### src/rtl/dct_sequencer_pkg.sv
// rtl/dct_sequencer_pkg.sv - shared MFCC cepstral DCT constants and FSM encoding
package dct_sequencer_pkg;

    localparam int NUM_FILT   = 26;
    localparam int NUM_CEP    = 13;
    localparam int MEL_AW     = 5;
    localparam int CDCT_AW    = 9;
    localparam int CEP_IW     = 4;

    // Cycles from term issue (mel_addr) to the cepstral capture strobe.
    localparam int PIPE_DEPTH = 5;

    // Stage index = cycles after issue at which a term's flag is consumed.
    localparam int STG_MUL    = 2;
    localparam int STG_ACC    = 3;
    localparam int STG_CAP    = PIPE_DEPTH - 1;

    typedef enum logic [1:0] {
        ST_IDLE  = 2'd0,
        ST_RUN   = 2'd1,
        ST_DRAIN = 2'd2
    } state_t;

endpackage

### src/rtl/dct_term_pipe.sv
// rtl/dct_term_pipe.sv - per-term valid/first/last/k shift register driving the MAC enables
module dct_term_pipe
    import dct_sequencer_pkg::*;
(
    input  logic              clk,
    input  logic              rst_n,
    input  logic              i_issue,
    input  logic              i_first,
    input  logic              i_last,
    input  logic [CEP_IW-1:0] i_k,
    output logic              o_mel_valid,
    output logic              o_mul_en,
    output logic              o_acc_en,
    output logic              o_acc_new,
    output logic              o_cap,
    output logic [CEP_IW-1:0] o_cap_k,
    output logic              o_empty
);

    // Bit s holds the term issued s cycles ago; first/last are pre-gated by valid.
    logic [STG_CAP:1]  r_v;
    logic [STG_ACC:1]  r_first;
    logic [STG_CAP:1]  r_last;
    logic [CEP_IW-1:0] r_k [1:STG_CAP];

    // Advance every term one stage per cycle; bubbles enter as zeros.
    always_ff @(posedge clk) begin
        if (!rst_n) begin
            r_v     <= '0;
            r_first <= '0;
            r_last  <= '0;
            for (int s = 1; s <= STG_CAP; s++) begin
                r_k[s] <= '0;
            end
        end else begin
            r_v     <= {r_v[STG_CAP-1:1], i_issue};
            r_first <= {r_first[STG_ACC-1:1], i_issue & i_first};
            r_last  <= {r_last[STG_CAP-1:1], i_issue & i_last};
            r_k[1]  <= i_k;
            for (int s = 2; s <= STG_CAP; s++) begin
                r_k[s] <= r_k[s-1];
            end
        end
    end

    assign o_mel_valid = r_v[1];
    assign o_mul_en    = r_v[STG_MUL];
    assign o_acc_en    = r_v[STG_ACC];
    assign o_acc_new   = r_first[STG_ACC];
    assign o_cap       = r_last[STG_CAP];
    assign o_cap_k     = r_k[STG_CAP];
    assign o_empty     = ~|r_v;

endmodule

### src/rtl/dct_sequencer.sv
// rtl/dct_sequencer.sv - cepstral DCT sequencer: mel/ROM addressing, MAC control, coefficient capture
module dct_sequencer
    import dct_sequencer_pkg::*;
(
    input  logic               clk,
    input  logic               rst_n,
    input  logic               i_start,
    output logic [MEL_AW-1:0]  o_mel_addr,
    input  logic [15:0]        i_mel_rdata,
    output logic [CDCT_AW-1:0] o_cdct_addr,
    output logic [15:0]        o_regdct_out,
    output logic               o_muldct_en,
    output logic               o_addsubdct_en,
    output logic               o_addsubdct_new,
    input  logic [15:0]        i_addsubdct_out,
    output logic [15:0]        o_cep_data,
    output logic [CEP_IW-1:0]  o_cep_idx,
    output logic               o_cep_valid,
    output logic               o_busy,
    output logic               o_done
);

    localparam logic [MEL_AW-1:0] J_LAST = MEL_AW'(NUM_FILT - 1);
    localparam logic [CEP_IW-1:0] K_LAST = CEP_IW'(NUM_CEP - 1);

    state_t             r_state;
    logic [MEL_AW-1:0]  r_j;
    logic [CEP_IW-1:0]  r_k;
    logic               r_busy;
    logic [CDCT_AW-1:0] r_cdct_cnt;
    logic [CDCT_AW-1:0] r_cdct_addr;
    logic [15:0]        r_regdct;
    logic [15:0]        r_cep_data;
    logic [CEP_IW-1:0]  r_cep_idx;
    logic               r_cep_valid;
    logic               r_done;

    logic               w_issue;
    logic               w_first;
    logic               w_last;
    logic               w_launch;
    logic               w_mel_valid;
    logic               w_mul_en;
    logic               w_acc_en;
    logic               w_acc_new;
    logic               w_cap;
    logic [CEP_IW-1:0]  w_cap_k;
    logic               w_empty;

    // A term is issued in every RUN cycle; r_j is both the mel address and the inner index.
    assign w_issue  = (r_state == ST_RUN);
    assign w_first  = (r_j == '0);
    assign w_last   = (r_j == J_LAST);
    assign w_launch = (r_state == ST_IDLE) && i_start;

    // Frame FSM: j inner / k outer loop in RUN, then wait for the term pipe to empty.
    always_ff @(posedge clk) begin
        if (!rst_n) begin
            r_state <= ST_IDLE;
            r_j     <= '0;
            r_k     <= '0;
            r_busy  <= 1'b0;
        end else begin
            case (r_state)
                ST_IDLE: begin
                    if (i_start) begin
                        r_state <= ST_RUN;
                        r_j     <= '0;
                        r_k     <= '0;
                        r_busy  <= 1'b1;
                    end
                end
                ST_RUN: begin
                    if (w_last) begin
                        r_j <= '0;
                        if (r_k == K_LAST) begin
                            r_k     <= '0;
                            r_state <= ST_DRAIN;
                        end else begin
                            r_k <= r_k + CEP_IW'(1);
                        end
                    end else begin
                        r_j <= r_j + MEL_AW'(1);
                    end
                end
                ST_DRAIN: begin
                    if (w_empty) begin
                        r_state <= ST_IDLE;
                        r_busy  <= 1'b0;
                    end
                end
                default: r_state <= ST_IDLE;
            endcase
        end
    end

    // ROM address counts terms linearly (k*NUM_FILT+j) and lags mel_addr by one cycle.
    always_ff @(posedge clk) begin
        if (!rst_n) begin
            r_cdct_cnt  <= '0;
            r_cdct_addr <= '0;
        end else if (w_launch) begin
            r_cdct_cnt  <= '0;
        end else if (w_issue) begin
            r_cdct_addr <= r_cdct_cnt;
            r_cdct_cnt  <= r_cdct_cnt + CDCT_AW'(1);
        end
    end

    // Register the mel operand the cycle its read data is valid; holds when idle.
    always_ff @(posedge clk) begin
        if (!rst_n) begin
            r_regdct <= '0;
        end else if (w_mel_valid) begin
            r_regdct <= i_mel_rdata;
        end
    end

    // Capture the finished accumulator after the last term of each coefficient.
    always_ff @(posedge clk) begin
        if (!rst_n) begin
            r_cep_data  <= '0;
            r_cep_idx   <= '0;
            r_cep_valid <= 1'b0;
            r_done      <= 1'b0;
        end else begin
            r_cep_valid <= w_cap;
            r_done      <= w_cap && (w_cap_k == K_LAST);
            if (w_cap) begin
                r_cep_data <= i_addsubdct_out;
                r_cep_idx  <= w_cap_k;
            end
        end
    end

    dct_term_pipe u_term_pipe (
        .clk         (clk),
        .rst_n       (rst_n),
        .i_issue     (w_issue),
        .i_first     (w_first),
        .i_last      (w_last),
        .i_k         (r_k),
        .o_mel_valid (w_mel_valid),
        .o_mul_en    (w_mul_en),
        .o_acc_en    (w_acc_en),
        .o_acc_new   (w_acc_new),
        .o_cap       (w_cap),
        .o_cap_k     (w_cap_k),
        .o_empty     (w_empty)
    );

    assign o_mel_addr      = r_j;
    assign o_cdct_addr     = r_cdct_addr;
    assign o_regdct_out    = r_regdct;
    assign o_muldct_en     = w_mul_en;
    assign o_addsubdct_en  = w_acc_en;
    assign o_addsubdct_new = w_acc_new;
    assign o_cep_data      = r_cep_data;
    assign o_cep_idx       = r_cep_idx;
    assign o_cep_valid     = r_cep_valid;
    assign o_busy          = r_busy;
    assign o_done          = r_done;

endmodule

### config.mk
export PLATFORM = sky130hd
export DESIGN_NAME = dct_sequencer
export DESIGN_NICKNAME = d
export VERILOG_FILES = /design/src/rtl/dct_sequencer_pkg.sv /design/src/rtl/dct_term_pipe.sv /design/src/rtl/dct_sequencer.sv
export SDC_FILE = /design/constraint.sdc
export NUM_CORES = 1
export LEC_CHECK = 0
export ABC_AREA = 1
export ABC_CLOCK_PERIOD_IN_PS = 1500
export CORE_MARGIN = 2
export CORE_UTILIZATION = 50
export CTS_BUF_LIST = sky130_fd_sc_hd__clkbuf_8
export CTS_CLUSTER_SIZE = 8
export DETAILED_ROUTE_END_ITERATION = 10
export PLACE_DENSITY = 0.82
export SLEW_MARGIN = 20
export SYNTH_ARGS = -nofsm -noshare
export SYNTH_HDL_FRONTEND = slang
export SYNTH_SLANG_ARGS = --single-unit
### constraint.sdc
create_clock -name clk -period 1.5 [get_ports clk]
set_input_delay 0.3 -clock clk [delete_from_list [all_inputs] [get_ports clk]]
set_output_delay 0.3 -clock clk [all_outputs]
set_load 0.03 [all_outputs]
### Yosys cells after proc, flatten, opt, wreduce, memory -nomap -nowiden

Memories as Yosys holds them, arrays and structs flattened.
Index checks and enable logic that the tools add are counted.

* register bits: 79
* RAM bits: 16
* bits of input ports: 35
* output and inout port bits: 56
* memories kept: 1

Memories
* u_term_pipe.r_k: depth 4, bits a word 4, read ports 4, clocked after memory_dff 0, write ports 4, line dct_term_pipe.sv:24 `logic [CEP_IW-1:0] r_k [1:STG_CAP];`

* add/sub/neg operators: 3
* equal/unequal tests: 9
* multiplexer cells: 21
* bitwise gates (word level): 8
* reduce and logical (&&, ||, !) cells: 13

Operator list (count)
* $mux 4: 7
* $mux 5: 2
* $pmux 5 s2: 1
* $add 9x1->9 const B: 1
* $eq 4x4->1 const B: 2
* $mux 2: 4
* $ne 2x2->1 const B: 4
* $pmux 4 s2: 1
* $pmux 2 s3: 1
* $reduce_and 3->1: 2
* $add 5x1->5 const B: 1
* $eq 5x5->1 const B: 1
* $logic_not 5->1: 1
* $add 4x1->4 const B: 1
* $mux 1: 4
* $or 1x1->1: 4
* $reduce_and 2->1: 2
* $reduce_and 4->1: 1
* $reduce_bool 2->1: 2
* $reduce_or 4->1: 1
* $and 1x1->1: 2
* $eq 2x1->1 const B: 1
* $eq 2x2->1 const B: 1
* $logic_and 1x1->1: 2
* other kinds (4): 5

### Depth between registers and ports, before layout

* word-level depth: 4
* mapped depth: 10
* mapped depth without buffers: 10

### Cells and area by module

A second synthesis with hierarchy kept.

* cell total of the unflattened synthesis: 455
* area total of the unflattened synthesis: 3537.1 µm²

Modules (own cells, without submodules)
* dct_sequencer: instances 1, cells an instance 360, area each 2703.8 µm², sequential area each 1361.3 µm²
* dct_term_pipe: instances 1, cells an instance 95, area each 833.3 µm², sequential area each 540.5 µm²

### Worst setup path after synthesis

No wires, ideal clock.

* path type: flip-flop to flip-flop
* start: reg r_j[1], in the netlist o_mel_addr[1]
* end: reg r_k[0]
* setup time: 116 ps
* data arrival time: 1388 ps
* required time: 1384 ps
* path slack: -4 ps
* cell stages (with the launch flop): 11
* period minus slack after synthesis: 1504 ps
* path through: dfxtp_1 inv_1 ha_1 nand2_1 inv_1 nand2_1 nand2_2 nand3_1 inv_1 nand2_1 o21ai_1

* longest elaborated chain between the ends: 3

Ends and longest elaborated chain
* start: declaration: line dct_sequencer.sv:27 `logic [MEL_AW-1:0] r_j;`
* start signal: assignment: line dct_sequencer.sv:83 `r_j <= r_j + MEL_AW'(1);`
* $eq 5x5->1: line dct_sequencer.sv:53 `assign w_last = (r_j == J_LAST);`
* $ne 2x2->1 (no source line)
* $reduce_and 3->1 (no source line)
* end signal: assignment: line dct_sequencer.sv:80 `r_k <= r_k + CEP_IW'(1);`
* end: declaration: line dct_sequencer.sv:28 `logic [CEP_IW-1:0] r_k;`

Every way passes these cells.
A chain may end at the register's enable or synchronous reset.

### Final worst setup path

* start: reg r_j[1], in the netlist o_mel_addr[1]
* end: out o_mel_addr[1]

RTL lines
* end: declaration: line dct_sequencer.sv:8 `output logic [MEL_AW-1:0] o_mel_addr,`

No word-level cell between the ends.

==> metrics.md <==
| Metric | Value |
|---|---|
| Lkg Pwr | `2.37 nW` |
| Final Cycle Share | `0.959` |
| Vias in the first global route | `2841` |
| Most frequent cells in the layout | `nor2_1 (94), dfxtp_1 (93), nand2_1 (70)` |
| Maximum vdd drop | `0.000740 V` |
| Initial DRC Count | `55` |
| Relative slew slack | `0.603` |
| Clk slew on worst S/H paths | `0.10 ns` |
| Setup Viol. Count Final | `0` |
| Post CTS Setup Buffer Count | `0` |
| IO Pins | `91` |
| Critical-path top delay cell | `dfxtp_2` |
| Critical Path Start Type | `flip-flop` |
| Nets@finish | `581` |
| Highest clock rate | `0.695 GHz` |
| Worst min path class | `input pin to flip-flop` |
| Die H | `87.6 µm` |
| Pint | `4.10 mW` |
| Synth Cell Area | `0.00349 mm²` |
| GRT overflow | `0` |
| Synth cell types | `28` |
| Initial Utilization | `0.514` |
| Drt wl/cell | `11.6 µm` |
| Status | `completed` |
| Fin util | `0.684` |
| Fin Clk Skew | `0.0138 ns` |
| First-pass GRT wire length | `12000 µm` |
| Top Family by Delay on Critical Path | `flip-flops` |
| Post-route antenna net violation count | `0` |
| RSZ-0062 raised after global routing | `yes` |
| Inserted Clock Buffers | `9` |
| Die width | `87.6 µm` |
| Antenna Cells | `0` |
| DRC | `0` |
| Largest net degree at the start of global routing | `31` |
| Final Hold Viols | `0` |
| Initial antenna violation count | `0` |
| Via count | `3055` |
| Max-slew violation count | `0` |
| Worst slew pin tran | `0.595 ns` |
| Final Critical Period | `1.44 ns` |
| Hold slack | `0.264 ns` |
| Sequential share of power | `0.471` |
| Cell area after layout | `0.00465 mm²` |
| Switch share | `0.361` |
| Clk_lat worst skew | `0.37 ns` |
| Clock Root Buffer | `clkbuf_8` |
| Via-per-instance ratio | `4.77` |
| H-tree depth | `3` |
| Final wirelength | `7420 µm` |
| CP Capture Type | `output pin` |
| All-Layer GR Usage | `0.199` |
| Area grow syn2layout | `33.0%` |
| Port Buffer Count | `90` |
| Mean Syn Cell Area | `7.89 µm²` |
| Commonest non-fill, non-tap cell in the layout | `nor2_1` |
| Comb pwr share | `0.285` |
| Fraction of layout cells with a size suffix above 1 | `0.0954` |
| Site row count | `30` |
| Sequential cell area fraction in the yosys report | `0.544` |
| DP HPWL | `5360 µm` |
| Core Region | `0.00679 mm²` |
| CP Class | `flip-flop to output pin` |
| CP cell instances | `clkdlybuf4s15_1` |
| Sink Count | `95` |
| Total negative slack | `0 ns` |
| Max-Cap Viols | `0` |
| RePlAce Congestion | `0.818` |
| Slowest cell delay on critical path | `0.39 ns` |
| Clock Power Share | `0.244` |
| TritonRoute pass-1 iters | `4` |
| Mapped Nets | `484` |
| Pwr Density | `1380 mW/mm²` |
| CTS tree | `done` |
| Crit Path Max Fanout | `6` |
| DIE AREA | `0.00767 mm²` |
| Overall power | `6.42 mW` |
| Clock tree buffer depth | `2` |
| CP Buf/Inv Count | `1` |
| Placed cell areas | `0.00452 mm²` |
| NetSw | `2.32 mW` |
| Synthesized instance count | `443` |
| Critical path required time | `1.20 ns` |
| Yosys warns | `0` |
| #FFs+latches synth | `95` |
| WP data arrival | `1.14 ns` |
[cell families (layout without fill, tap and decap cells)]
logic type,Yosys count,in the layout,synth area share
buffers and inverters,72,174,0.0842
AND/OR/NAND/NOR,192,192,0.233
XOR/XNOR,2,2,0.00502
adder cells (fa/ha/maj),6,6,0.0215
AO/OA/AOI/OAI,76,76,0.112
flip-flops,95,95,0.544
[cell type report]
class / count / area (µm²)
fill: 570 / 2150
sequential: 95 / 1900
multi-input combinational: 276 / 1300
timing repair buffer: 103 / 927
inverter: 55 / 206
clock buffer: 9 / 124
tap: 96 / 120
clock inverter: 7 / 62.6
[what timing repair did]
item,CTS,global route
hold buffers,0,0
setup endpoints to repair,55,8
resized for setup,57,4
[flip-flops by register name, indices dropped and copies added, names as in the netlist]
signal / flops
o_mel_addr: 5
u_term_pipe.r_last: 4
o_cdct_addr: 9
o_regdct_out: 16
o_cep_valid: 1
r_state: 2
u_term_pipe.r_first: 3
u_term_pipe.r_v: 4
o_cep_data: 16
u_term_pipe.r_k: 16
o_busy: 1
r_cdct_cnt: 9
o_cep_idx: 4
r_k: 4
o_done: 1
[Yosys cell counts, drive strengths merged]
cell type / instances / share of area
nor2: 98 / 0.11
nor4: 1 / 0.0036
nand3: 9 / 0.014
nand2: 74 / 0.084
dfxtp: 95 / 0.54
o31ai: 1 / 0.0021
nor3: 3 / 0.0057
o21ai: 53 / 0.076
clkbuf: 8 / 0.0086
xor2: 2 / 0.0050
nand4: 5 / 0.0090
inv: 55 / 0.059
nand3b: 2 / 0.0043
ha: 6 / 0.021
o22ai: 1 / 0.0018
buf: 9 / 0.016
o21bai: 1 / 0.0021
a21oi: 20 / 0.030
[power by group through the flow]
stage          Clock [mW]  Combinational [mW]  Sequential, mW
6_report             1.57                1.83            3.02
5_1_grt              1.70                2.01            3.06
4_1_cts              1.62                1.83            3.02
3_5_place_dp            0                1.96            3.08
3_3_place_gp            0                1.92            3.06
2_1_floorplan           0               0.823            3.46
[worst paths after layout]
check / to / startpoint / slack, ns / cells after the start
setup / recovery: o_mel_addr[1] / o_mel_addr[1] / 0.06 / 1
hold reg to reg: u_term_pipe.r_k[0][19] / u_term_pipe.r_k[0][15] / 0.41 / 2
hold / removal: o_cdct_addr[6] / rst_n / 0.26 / 3
setup reg to reg: r_k[0] / o_mel_addr[1] / 0.14 / 10
[tightest hold or removal path, cell delays in order]
cell and delay [ns]:
buf_2 0.15, o21ai_1 0.08, nor2_1 0.04
[metal layers]
layer  wire (µm)  track usage  vias to the layer above
met5           0            0                        -
met4         165       0.0923                        0
met3         491       0.0500                       14
met2        3470        0.351                       82
met1        3300        0.224                     1385
li1            -            -                     1574
[through the flow]
stage / worst slack [ns] / std cells
2_1_floorplan: 0.0592 / 443
3_3_place_gp: 0.0995 / 625
3_5_place_dp: 0.0570 / 625
4_1_cts: 0.0242 / 641
5_1_grt: -0.00784 / 641
6_report: 0.0617 / 641
Power figures use the tool's default switching activity.
